File: src/rtl/tx_fh_pkg.sv
// rtl/tx_fh_pkg.sv - shared encodings for the transmit frequency-hop sequencer
package tx_fh_pkg;

  typedef enum logic [1:0] {
    FH_FIXED = 2'd0,
    FH_ONCE  = 2'd1,
    FH_WRAP  = 2'd2
  } fh_mode_e;

  typedef enum logic [1:0] {
    IDLE  = 2'd0,
    WAIT  = 2'd1,
    ARMED = 2'd2
  } fh_state_e;

  localparam int unsigned LAT_CNT_W = 3;

endpackage

File: src/rtl/tx_fh_idx.sv
// rtl/tx_fh_idx.sv - hop index generator (once/wrap/fixed) and table address adder
module tx_fh_idx
  import tx_fh_pkg::*;
#(
  parameter int ADDR_W = 10,
  parameter int TODH_W = 21
) (
  input  logic              clk,
  input  logic              rst_n,
  input  logic              sample,
  input  logic [1:0]        mode,
  input  logic [TODH_W-1:0] fh_num,
  input  logic [TODH_W-1:0] tod_h,
  input  logic [ADDR_W-1:0] base_addr,
  input  logic [ADDR_W-1:0] fixed_addr,
  output logic [TODH_W-1:0] idx,
  output logic [ADDR_W-1:0] addr,
  output logic              valid,
  output logic              once_end
);

  logic [TODH_W-1:0] cnt_q, cnt_d, cnt_next;

  always_comb begin
    cnt_next = '0;
    if (tod_h != '0 && fh_num != '0 && cnt_q < fh_num - TODH_W'(1)) begin
      cnt_next = cnt_q + TODH_W'(1);
    end

    idx      = '0;
    addr     = fixed_addr;
    valid    = 1'b1;
    once_end = 1'b0;
    case (mode)
      FH_ONCE: begin
        idx      = tod_h;
        valid    = (tod_h < fh_num);
        once_end = (tod_h >= fh_num);
        addr     = base_addr + ADDR_W'(tod_h);
      end
      FH_WRAP: begin
        idx   = cnt_next;
        valid = (fh_num != '0);
        addr  = base_addr + ADDR_W'(cnt_next);
      end
      default: ;
    endcase

    // The wrap counter only advances on the hop's read slot in wrap mode.
    cnt_d = cnt_q;
    if (sample && mode == FH_WRAP) begin
      cnt_d = cnt_next;
    end
  end

  always_ff @(posedge clk or negedge rst_n) begin
    if (!rst_n) begin
      cnt_q <= '0;
    end else begin
      cnt_q <= cnt_d;
    end
  end

endmodule

File: src/rtl/tx_fh_seq.sv
// rtl/tx_fh_seq.sv - per-hop table fetch, frequency word load and load-enable window
module tx_fh_seq
  import tx_fh_pkg::*;
#(
  parameter int ADDR_W    = 10,
  parameter int FREQ_W    = 32,
  parameter int TODH_W    = 21,
  parameter int TODL_W    = 11,
  parameter int RAM_LAT   = 1,
  parameter int RD_SLOT   = 4,
  parameter int LOAD_SLOT = 12,
  parameter int EN_START  = 16,
  parameter int EN_STOP   = 28
) (
  input  logic              clk,
  input  logic              rst_n,
  input  logic [1:0]        cfg_mode,
  input  logic              end_zero,
  input  logic [TODH_W-1:0] fh_num,
  input  logic [ADDR_W-1:0] base_addr,
  input  logic [ADDR_W-1:0] fixed_addr,
  input  logic [TODH_W-1:0] tod_h,
  input  logic [TODL_W-1:0] tod_l,
  output logic [ADDR_W-1:0] freq_ram_addr,
  output logic              freq_ram_rd,
  input  logic [FREQ_W-1:0] freq_ram_data,
  output logic [FREQ_W-1:0] freq_factor,
  output logic              freq_en,
  output logic [TODH_W-1:0] hop_idx,
  output logic              pat_done
);

  fh_state_e             state_q, state_d;
  logic [LAT_CNT_W-1:0]  lat_cnt_q, lat_cnt_d;
  logic [FREQ_W-1:0]     pending_q, pending_d;
  logic [TODH_W-1:0]     idx_hold_q, idx_hold_d;
  logic [ADDR_W-1:0]     addr_q, addr_d;
  logic                  rd_q, rd_d;
  logic [FREQ_W-1:0]     factor_q, factor_d;
  logic                  en_q, en_d;
  logic [TODH_W-1:0]     hop_idx_q, hop_idx_d;
  logic                  pat_done_q, pat_done_d;
  logic                  zero_sent_q, zero_sent_d;

  logic                  slot_rd, is_once, idx_valid, once_end;
  logic [TODH_W-1:0]     idx;
  logic [ADDR_W-1:0]     idx_addr;

  assign slot_rd = (tod_l == TODL_W'(RD_SLOT));
  assign is_once = (cfg_mode == FH_ONCE);

  tx_fh_idx #(
    .ADDR_W (ADDR_W),
    .TODH_W (TODH_W)
  ) u_idx (
    .clk        (clk),
    .rst_n      (rst_n),
    .sample     (slot_rd),
    .mode       (cfg_mode),
    .fh_num     (fh_num),
    .tod_h      (tod_h),
    .base_addr  (base_addr),
    .fixed_addr (fixed_addr),
    .idx        (idx),
    .addr       (idx_addr),
    .valid      (idx_valid),
    .once_end   (once_end)
  );

  // Output events are registered one tick early so they are visible on their named tod_l tick.
  always_comb begin
    state_d     = state_q;
    lat_cnt_d   = lat_cnt_q;
    pending_d   = pending_q;
    idx_hold_d  = idx_hold_q;
    addr_d      = addr_q;
    rd_d        = 1'b0;
    factor_d    = factor_q;
    en_d        = en_q;
    hop_idx_d   = hop_idx_q;
    pat_done_d  = pat_done_q;
    zero_sent_d = zero_sent_q;

    if (slot_rd) begin
      // A read slot always starts a fresh hop, even if the previous one never finished.
      state_d = IDLE;
      en_d    = 1'b0;
      if (is_once) begin
        pat_done_d = once_end;
        if (!once_end) begin
          zero_sent_d = 1'b0;
        end
      end
      if (idx_valid) begin
        rd_d       = 1'b1;
        addr_d     = idx_addr;
        idx_hold_d = idx;
        lat_cnt_d  = '0;
        state_d    = WAIT;
      end else if (is_once && end_zero && !zero_sent_q && fh_num != '0) begin
        pending_d   = '0;
        idx_hold_d  = idx;
        zero_sent_d = 1'b1;
        state_d     = ARMED;
      end
    end else begin
      case (state_q)
        WAIT: begin
          lat_cnt_d = lat_cnt_q + LAT_CNT_W'(1);
          if (lat_cnt_q == LAT_CNT_W'(RAM_LAT)) begin
            pending_d = freq_ram_data;
            state_d   = ARMED;
          end
        end
        ARMED: begin
          if (tod_l == TODL_W'(LOAD_SLOT - 1)) begin
            factor_d  = pending_q;
            hop_idx_d = idx_hold_q;
          end
          if (tod_l == TODL_W'(EN_START - 1)) begin
            en_d = 1'b1;
          end
          if (tod_l == TODL_W'(EN_STOP - 1)) begin
            en_d    = 1'b0;
            state_d = IDLE;
          end
        end
        default: ;
      endcase
    end
  end

  always_ff @(posedge clk or negedge rst_n) begin
    if (!rst_n) begin
      state_q     <= IDLE;
      lat_cnt_q   <= '0;
      pending_q   <= '0;
      idx_hold_q  <= '0;
      addr_q      <= '0;
      rd_q        <= 1'b0;
      factor_q    <= '0;
      en_q        <= 1'b0;
      hop_idx_q   <= '0;
      pat_done_q  <= 1'b0;
      zero_sent_q <= 1'b0;
    end else begin
      state_q     <= state_d;
      lat_cnt_q   <= lat_cnt_d;
      pending_q   <= pending_d;
      idx_hold_q  <= idx_hold_d;
      addr_q      <= addr_d;
      rd_q        <= rd_d;
      factor_q    <= factor_d;
      en_q        <= en_d;
      hop_idx_q   <= hop_idx_d;
      pat_done_q  <= pat_done_d;
      zero_sent_q <= zero_sent_d;
    end
  end

  assign freq_ram_addr = addr_q;
  assign freq_ram_rd   = rd_q;
  assign freq_factor   = factor_q;
  assign freq_en       = en_q;
  assign hop_idx       = hop_idx_q;
  assign pat_done      = pat_done_q;

endmodule
File: config.mk
export PLATFORM = sky130hd
export DESIGN_NAME = tx_fh_seq
export DESIGN_NICKNAME = d
export VERILOG_FILES = /design/src/rtl/tx_fh_pkg.sv /design/src/rtl/tx_fh_idx.sv /design/src/rtl/tx_fh_seq.sv
export SDC_FILE = /design/constraint.sdc
export NUM_CORES = 1
export LEC_CHECK = 0
export BUFFER_PORTS_ARGS = -buffer_cell sky130_fd_sc_hd__buf_2
export CORE_MARGIN = 2
export CORE_UTILIZATION = 40
export CTS_CLUSTER_DIAMETER = 100
export DETAILED_ROUTE_END_ITERATION = 8
export PLACE_DENSITY = 0.68
export SLEW_MARGIN = 20
export SYNTH_ARGS = -nofsm -noshare
export SYNTH_HDL_FRONTEND = slang
export SYNTH_SLANG_ARGS = --single-unit
File: constraint.sdc
create_clock -name clk -period 4.35 [get_ports clk]
set_input_delay 0.435 -clock clk [delete_from_list [all_inputs] [get_ports clk]]
set_output_delay 0.435 -clock clk [all_outputs]
set_load 0.03 [all_outputs]
**After elaboration in Yosys (flattened, before gate mapping)**

Cells that the tools add are included.

- Bits in registers: 146
- Output and inout port bits: 66

- Add/subtract/negate cells: 5
- $lt $le $gt $ge: 3
- Eq/ne operators: 14
- Muxes and demuxes: 31
- Bitwise logic cells: 1
- Reduce and logical (&&, ||, !) cells: 23

Operators with widths:

| kind | number |
|---|---|
| 32-bit two-way mux | 5 |
| 21-bit two-way mux | 3 |
| 21-bit less-than comparator | 2 |
| 21-bit one-hot mux with 2 select lines | 1 |
| 21-bit nonzero test | 2 |
| 11-bit by 4-bit == test with 1-bit output, second input constant | 2 |
| 21-bit by 1-bit adder with 21-bit output, second input constant | 1 |
| 21-bit greater-or-equal comparator | 1 |
| 21-bit by 1-bit subtractor with 21-bit output, second input constant | 1 |
| 10-bit adder | 2 |
| 10-bit one-hot mux with 2 select lines | 1 |
| 11-bit by 3-bit == test with 1-bit output, second input constant | 1 |
| 11-bit by 5-bit == test with 1-bit output, second input constant | 1 |
| 1-bit two-way mux | 11 |
| 2-bit two-way mux | 5 |
| 2-bit AND reduction | 5 |
| 3-bit two-way mux | 3 |
| 2-bit nonzero test | 4 |
| 1-bit logical AND | 6 |
| 2-bit != test, second input constant | 3 |
| 3-bit by 2-bit != test with 1-bit output, second input constant | 2 |
| 3-bit AND reduction | 2 |
| 3-bit nonzero test | 2 |
| 2-bit by 1-bit == test with 1-bit output, second input constant | 2 |
| other kinds (8) | 9 |

**Longest topological paths before layout**

Gate-level depths: netlist of the first run.

- Word-level depth: 7
- Mapped depth: 27

**Hierarchy**

A second synthesis of the first run with hierarchy kept.

- Cells, all modules: 837
- Area, all modules: 8737.1 um2

By module, submodules not included:

| module | times used | cells an instance | area each (um2) |
|---|---|---|---|
| tx_fh_seq | 1 | 348 | 5163.7 |
| tx_fh_idx | 1 | 489 | 3573.4 |

**Least setup slack after synthesis of the first run**

No wires, ideal clock.

- Kind: input-to-reg
- Start: input fh_num[4]
- End: register addr_q[8], in the netlist freq_ram_addr[8]
- Library setup time: 0.123 ns
- Arrival time: 5.596 ns
- Setup slack: -1.369 ns
- Cell stages on the path: 27
- Cell sequence: or4_4 > or3_1 > nor3_1 > nand2_1 > or3_1 > nor2_1 > xnor2_1 > ha_1 > nand4_1 > nor4_1 > nand2_1 > o21ai_0 > nor2_1 > and2_1 > buf_2 > buf_2 > nand2_1 > o21ai_0 > fa_1 > a21o_1 > a21oi_1 > o21bai_1 > a21oi_1 > o21ai_0 > xor2_1 > mux2i_1 > a21oi_1

- Cells in the longest elaborated chain, start to end: 6
- Elaborated cells between the ends (all ways): 11
- Classes of those cells: add/sub: 2; order compare: 2; mux: 3; reduce/logical: 4

RTL lines:

| item | RTL line | source |
|---|---|---|
| start, declared | tx_fh_seq.sv:19 | `input logic [TODH_W-1:0] fh_num,` |
| 21-bit by 1-bit subtractor with 21-bit output / 21-bit nonzero test (equally long branches) | tx_fh_idx.sv:26, tx_fh_idx.sv:43 |  |
| 21-bit less-than comparator / 1-bit logical AND (equally long branches) | tx_fh_idx.sv:26 | `if (tod_h != '0 && fh_num != '0 && cnt_q < fh_num - TODH_W'(1)) begin` |
| 1-bit logical AND | tx_fh_idx.sv:26 |  |
| 21-bit two-way mux | tx_fh_idx.sv:26 |  |
| 10-bit adder | tx_fh_idx.sv:44 | `addr = base_addr + ADDR_W'(cnt_next);` |
| 10-bit one-hot mux with 2 select lines | tx_fh_idx.sv:34 | `case (mode)` |
| end signal, assigned | tx_fh_seq.sv:151 | `addr_q <= addr_d;` |
| end, declared | tx_fh_seq.sv:37 | `logic [ADDR_W-1:0] addr_q, addr_d;` |

Parallel ways exist; a longest one is shown, timed or not.
A chain may end at the register's enable or synchronous reset.

**Final worst setup path of the first run**

- Start: input fh_num[4]
- End: register addr_q[9], in the netlist freq_ram_addr[9]

The elaborated chain is that of the path after synthesis.

==> results.ini, run 1 <==
[layout]
layout.nets = 1263
most-common-layout-cells = buf_2, dfrtp_1, nand2_1
drive_above_1_share_pct = 34.75
final_common_cell = buf_2
area_delta_synth_final_pct = 28.10
layout.cells.non_filler = 1383
utilization_pct = 51.66
finalInstanceArea_um2 = 10760
antenna_cells = 0

[routing]
antenna_left = 0
dr_total_vias = 7300
wl_per_cell_um = 16.39
drtIter0Drc = 435
drc = 0
drt_first_pass_iters = 5
via_per_inst = 5.278
wl_mm = 22.66

[critical_path]
path_max_fanout = 3
end_kind = register
cp.required_ps = 4660
worstSetupStartpointType = primary input
critPathArrivalTime_ps = 5190
worstSetupPathType = primary input to register

[global_route]
grt_max_degree = 72
grt_pass1_wl_mm = 36.22
first_global_vias = 7107
gr-total-overflow = 0
antenna_found_initial = 0
grt_usage_pct = 20.65

[synthesis]
synth.area.top_cells = dfrtp_1, ha_1, mux2_2
netlist_area_um2 = 8398
synth_fp_nets = 1033
synth-edff-count = 0
ys_ff_latch = 146
synthArstFlopShare_pct = 100.0
synth_top_flop_cell = dfrtp_1
netlist.area_leader.share_pct = 43.50
synth_largest_area_cell = dfrtp_1
syn_inst = 865
yosys_warnings = 0
synthDistinctLibCells = 62
ys_seq_area_share_pct = 43.50
syn_area_per_cell_um2 = 9.709

[timing]
rsz0062_at_grt = true
fin_skew_ps = 14.99
drv_slew = 0
fin_ws_ps = -530.0
fin_crit_sh_pct = 112.2
setup_viol = 8
final-hold-violation-count = 0
worst_pin_slew_ps = 835.6
max_freq_mhz = 204.9
slew_headroom_pct = 43.97
fin_crit_ps = 4880

[cts]
insertion_delay_ps = 420
clockBufferDepth = 2
htreeDepth = 4
cts-root-buf = clkbuf_16
path_clk_slew_ps = 70
tritoncts = built
cts_buffers = 17
cts_num_sinks = 146

[die]
rows = 53
pin_count = 176
die_x_um = 148.9
dieArea_um2 = 22170
start_util_pct = 40.33
die_h_um = 148.9
core_area_um2 = 20820

[place]
routabilityCongestion = 0.8941
hpwl_mm = 16.97
dp.cells = 1342
placed_area_um2 = 10000
portBuffers = 175

[pwr]
max-vdd-ir-drop_mv = 0.2408
power_density_nw_per_um2 = 304.3
power_leakage_nw = 5.376

[status]
outcome = finished, violations left
violations = setup timing

[flow_run]
drv_cap = 0

[min_path]
min_path_type = primary input to asynchronous set/reset pin

cells in the mapped netlist, drive strengths merged (9+ instances only):
cell    instances
nor2           35
nor3           11
inv            43
a21oi          36
clkbuf         23
a22oi          11
xor2            9
o31ai          23
nand2b         20
and3           11
mux2           55
nand3          25
buf            17
o21ai          73
dfrtp         146
ha             57
xnor2          37
nand2         132
a21o           12
flip-flops by register name, indices dropped and copies added (netlist names):
register,cells
idx_hold_q,21
state_q,2
zero_sent_q,1
freq_ram_addr,10
u_idx.cnt_q,21
lat_cnt_q,3
freq_en,1
pat_done,1
freq_factor,32
hop_idx,21
freq_ram_rd,1
pending_q,32
metal layers:
metal / global-route usage, % / vias to the layer above / share of wire [%]
met2: 33.36 / 226 / 48
met3: 4.281 / 25 / 5.6
met1: 28.01 / 3526 / 45
met4: 6.238 / 0 / 1.3
li1: - / 3523 / -
met5: 0 / - / 0
repair_timing:
item	in CTS	in global routing
endpoints found under the setup margin	8	9
buffers inserted	11	3
hold buffers	0	0
pin swaps	22	16
gates resized for setup	18	8
worst paths after layout:
kind,start,endpoint,slack [ps],depth (start not counted)
max,fh_num[4],freq_ram_addr[9],-530,25
min,rst_n,pending_q[19],30,1
max reg2reg,u_idx.cnt_q[18],freq_ram_addr[9],580,18
min reg2reg,idx_hold_q[11],idx_hold_q[11],480,2
max in group asynchronous,rst_n,freq_factor[1],3310,2
min in group clk,freq_ram_data[6],pending_q[6],230,3
through the flow:
| step | hold WS (ps) | worst slack (ps) | total power, mW | TNS [ps] |
|---|---|---|---|---|
| after floorplan | 139.4 | -963.9 | 1.697 | -5864 |
| after CTS | 43.46 | -568.1 | 3.297 | -2862 |
| after global placement | 466.7 | -1042 | 1.898 | -6841 |
| final | 33.09 | -530.0 | 3.273 | -2711 |
| after global routing | 81.76 | -797.7 | 3.421 | -5005 |
| after detailed placement | 469.5 | -1111 | 1.912 | -7546 |
critical path, stage by stage:
cell and delay [ps]:
buf_6 90, or4_4 520, or3_4 360, nor3_4 150, nand2_2 90, or3_4 370
nor2_2 110, xnor2_1 120, ha_1 270, a21o_1 180, a221oi_2 230, o211ai_1 190
nor2_4 190, and2_4 180, nand2_2 50, o21ai_2 70, ha_1 260, a21o_1 180
a211o_1 300, o211ai_1 130, a21oi_2 110, a31oi_2 170, nand3_1 90, nor3b_1 150
o22a_1 190
logic make-up after synthesis:
family / count (synthesis) / synth area share (%)
compound gates: 200 / 15.26
xor+xnor: 46 / 4.797
fa+ha+maj: 58 / 8.731
buf+inv: 83 / 4.216
flops: 146 / 43.50
mux: 58 / 7.777
simple gates: 274 / 15.72
where the power goes:
group	internal, mW	switching, mW
Sequential	1.41	0.0325
Combinational	0.209	0.261
Clock	0.744	0.614
area by class of cell:
type | instances | area (um^2)
Fill cell | 1938 | 10060
Multi-Input combinational cell | 636 | 4582
Sequential cell | 146 | 3654
Timing Repair Buffer | 251 | 1463
Clock buffer | 17 | 425.4
Tap cell | 275 | 344.1
Inverter | 43 | 161.4
Clock inverter | 15 | 128.9
Note: power is estimated with default switching activity, not from simulation.
==> run 2, diff against run 1 <==
- PLACE_DENSITY: 0.68 -> 0.65
- clock period: 4.35 -> 4.8 ns (I/O delays scaled with it)
==> run 2 against run 1 <==
  * The run still ends with setup timing left
  * Sequential share of layout area is 0.53 points higher
  * Hold slack better by 150 ps
  * Global-route usage is 0.72 points lower
  * Non-clock buffer count is 20 lower
  * Utilization is 0.79 points lower
  * Clock skew is 6.0 ps lower
  * Sequential cell count stayed put
  * Register-to-register slack better by 530 ps
  * Clock power is 4% lower
  * Wire length is 2.4% lower
  * First-iteration DRC count is 29% higher
  * Critical path depth is 1 lower
  * Critical path type unchanged
==> results.ini, run 2 (synthesis gave the netlist of run 1 again) <==
[critical_path]
path_max_fanout = 5  ; +2
end_kind = register
cp.required_ps = 5100  ; +440 ps
worstSetupStartpointType = primary input
critPathArrivalTime_ps = 5180  ; about the same
worstSetupPathType = primary input to register

[routing]
wl_per_cell_um = 16.23  ; -0.93%
drt_first_pass_iters = 4  ; -1
dr_total_vias = 7106  ; -2.7%
wl_mm = 22.13  ; -2.4%
via_per_inst = 5.213  ; -1.2%
drtIter0Drc = 559  ; +29%
antenna_left = 0  ; unchanged
drc = 0  ; unchanged

[timing]
finalSetupTns_ps = -195.0  ; +2516 ps
worst_pin_slew_ps = 956.3  ; +120.7 ps
final-hold-violation-count = 0  ; unchanged
fin_skew_ps = 8.961  ; -6.029 ps
fin_crit_sh_pct = 101.6
slew_headroom_pct = 36.25  ; -7.7 points
rsz0062_at_grt = true
setup_viol = 4  ; -4
fin_crit_ps = 4876
drv_slew = 0  ; unchanged
fin_ws_ps = -75.68  ; +454.3 ps
max_freq_mhz = 205.1

[global_route]
grt_usage_pct = 19.93  ; -0.72 points
gr-total-overflow = 0  ; unchanged
first_global_vias = 6754  ; -5.0%
grt_max_degree = 105  ; +46%
grt_pass1_wl_mm = 34.91  ; -3.6%
antenna_found_initial = 0  ; unchanged

[die]
die_x_um = 148.9  ; unchanged
core_area_um2 = 20820  ; unchanged
rows = 53  ; unchanged
dieArea_um2 = 22170  ; unchanged
die_h_um = 148.9  ; unchanged
start_util_pct = 40.33  ; unchanged
pin_count = 176  ; unchanged

[layout]
area_delta_synth_final_pct = 26.15
finalInstanceArea_um2 = 10590  ; -1.5%
most-common-layout-cells = buf_2, dfrtp_1, nand2_1
final_common_cell = buf_2
layout.nets = 1243  ; -1.6%
utilization_pct = 50.88  ; -0.79 points
antenna_cells = 0  ; unchanged
drive_above_1_share_pct = 32.72  ; -2.0 points
fillers = 1944  ; +0.31%

[min_path]
min_path_type = primary input to asynchronous set/reset pin

[place]
dp_slack_ps = -721.4  ; +389.9 ps
hpwl_mm = 16.57  ; -2.4%
routabilityCongestion = 0.8843  ; -1.1%
placed_area_um2 = 9898  ; -1.1%
portBuffers = 175  ; unchanged

[cts]
cts-root-buf = clkbuf_16
cts_num_sinks = 146  ; unchanged
clockBufferDepth = 2  ; unchanged
htreeDepth = 4  ; unchanged
insertion_delay_ps = 410  ; about the same
cts_buffers = 17  ; unchanged
postCtsHoldBufs = 0  ; unchanged
tritoncts = built
path_clk_slew_ps = 70  ; about the same

[pwr]
swShare_pct = 27.31  ; -0.41 points
switchingPower_mw = 0.8241  ; -9.2%
power_density_nw_per_um2 = 284.9  ; -6.4%
power_frac_comb_pct = 13.2  ; -1.2 points
max-vdd-ir-drop_mv = 0.2118  ; -12%
power_leakage_nw = 5.287  ; -1.7%
internal_power_mw = 2.194  ; -7.3%
clockPowerShare_pct = 43.4  ; +1.9 points
pwr-share-seq_pct = 43.4  ; -0.8 points
power_mw = 3.018  ; -7.8%

[status]
outcome = finished, violations left
violations = setup timing

[flow_run]
drv_cap = 0  ; unchanged

-- run 2: cell count changes in the layout (fill, tap and decap cells not counted), sizes merged --
cell / before / now
clkinv: 6 / 4
inv: 48 / 50
clkinvlp: 4 / 3
bufinv: 0 / 1
buf: 251 / 231
-- run 2: path summary, 6_finish.rpt --
| kind | depth (start not counted) | slack (ps) | to | start |
|---|---|---|---|---|
| max in group asynchronous | 2 | 3480 | freq_factor[6] | rst_n |
| worst min register to register | 2 | 480 | idx_hold_q[15] | idx_hold_q[15] |
| worst min-delay path | 1 | 180 | hop_idx[14] | rst_n |
| worst max-delay path | 24 | -80 | freq_ram_addr[9] | fh_num[4] |
| min in group clk | 3 | 270 | pending_q[7] | freq_ram_data[7] |
| worst max register to register | 17 | 1110 | freq_ram_addr[9] | u_idx.cnt_q[2] |
-- run 2: per-stage QoR --
| stage | std cells | hold WS [ps] |
|---|---|---|
| 4_1_cts | 1362 | 235.1 |
| 5_1_grt | 1363 | 252.6 |
| 3_3_place_gp | 1328 | 469.5 |
| 2_1_floorplan | 865 | 184.4 |
| 3_5_place_dp | 1328 | 469.0 |
| 6_report | 1363 | 179.6 |
-- run 2: final cells by class --
| cell class | count | area, um^2 | share of cell area (%) |
|---|---|---|---|
| multi-input combinational | 636 | 4529 | 42.75 |
| clock inverter | 15 | 171.4 | 1.618 |
| tap | 275 | 344.1 | 3.248 |
| inverter | 43 | 161.4 | 1.524 |
| sequential | 146 | 3654 | 34.49 |
| timing repair buffer | 231 | 1309 | 12.35 |
| clock buffer | 17 | 425.4 | 4.016 |
-- run 2: what timing repair did --
item / 4_1_cts / 5_1_grt
setup buffers: 2 / 1
resized for setup: 8 / 5
gates cloned: 0 / 0
pin swaps: 18 / 10
setup endpoints to repair: 5 / 7
-- run 2: worst max-delay path, cell delays in order --
cell      delay [ps]
buf_6             90
or4_4            520
or3_4            360
nor3_4           160
nand2_2           90
or3_4            360
xnor2_2          140
ha_1             330
a21oi_1          150
nand2_1           60
a221oi_1         230
o211ai_1         190
nor2_4           190
nand2_1           80
buf_4            180
o22ai_1          150
ha_1             270
or2_2            270
a21oi_1          190
a21oi_2           60
a31oi_1          180
nand3_1          100
nor3b_1          150
o22a_1           180
-- run 2: power groups by stage --
stage          logic, mW  clock network, mW  registers [mW]
3_3_place_gp       0.385                  0            1.33
4_1_cts            0.399               1.34            1.31
2_1_floorplan      0.204                  0            1.33
6_report           0.398               1.31            1.31
3_5_place_dp       0.391                  0            1.33
5_1_grt            0.447               1.39            1.31
-- run 2: metal layers --
metal	GRT usage, %	part of all wire (%)
met5	0	0
met4	5.000	0.91
met3	3.517	5.4
met2	33.00	48
met1	27.16	45
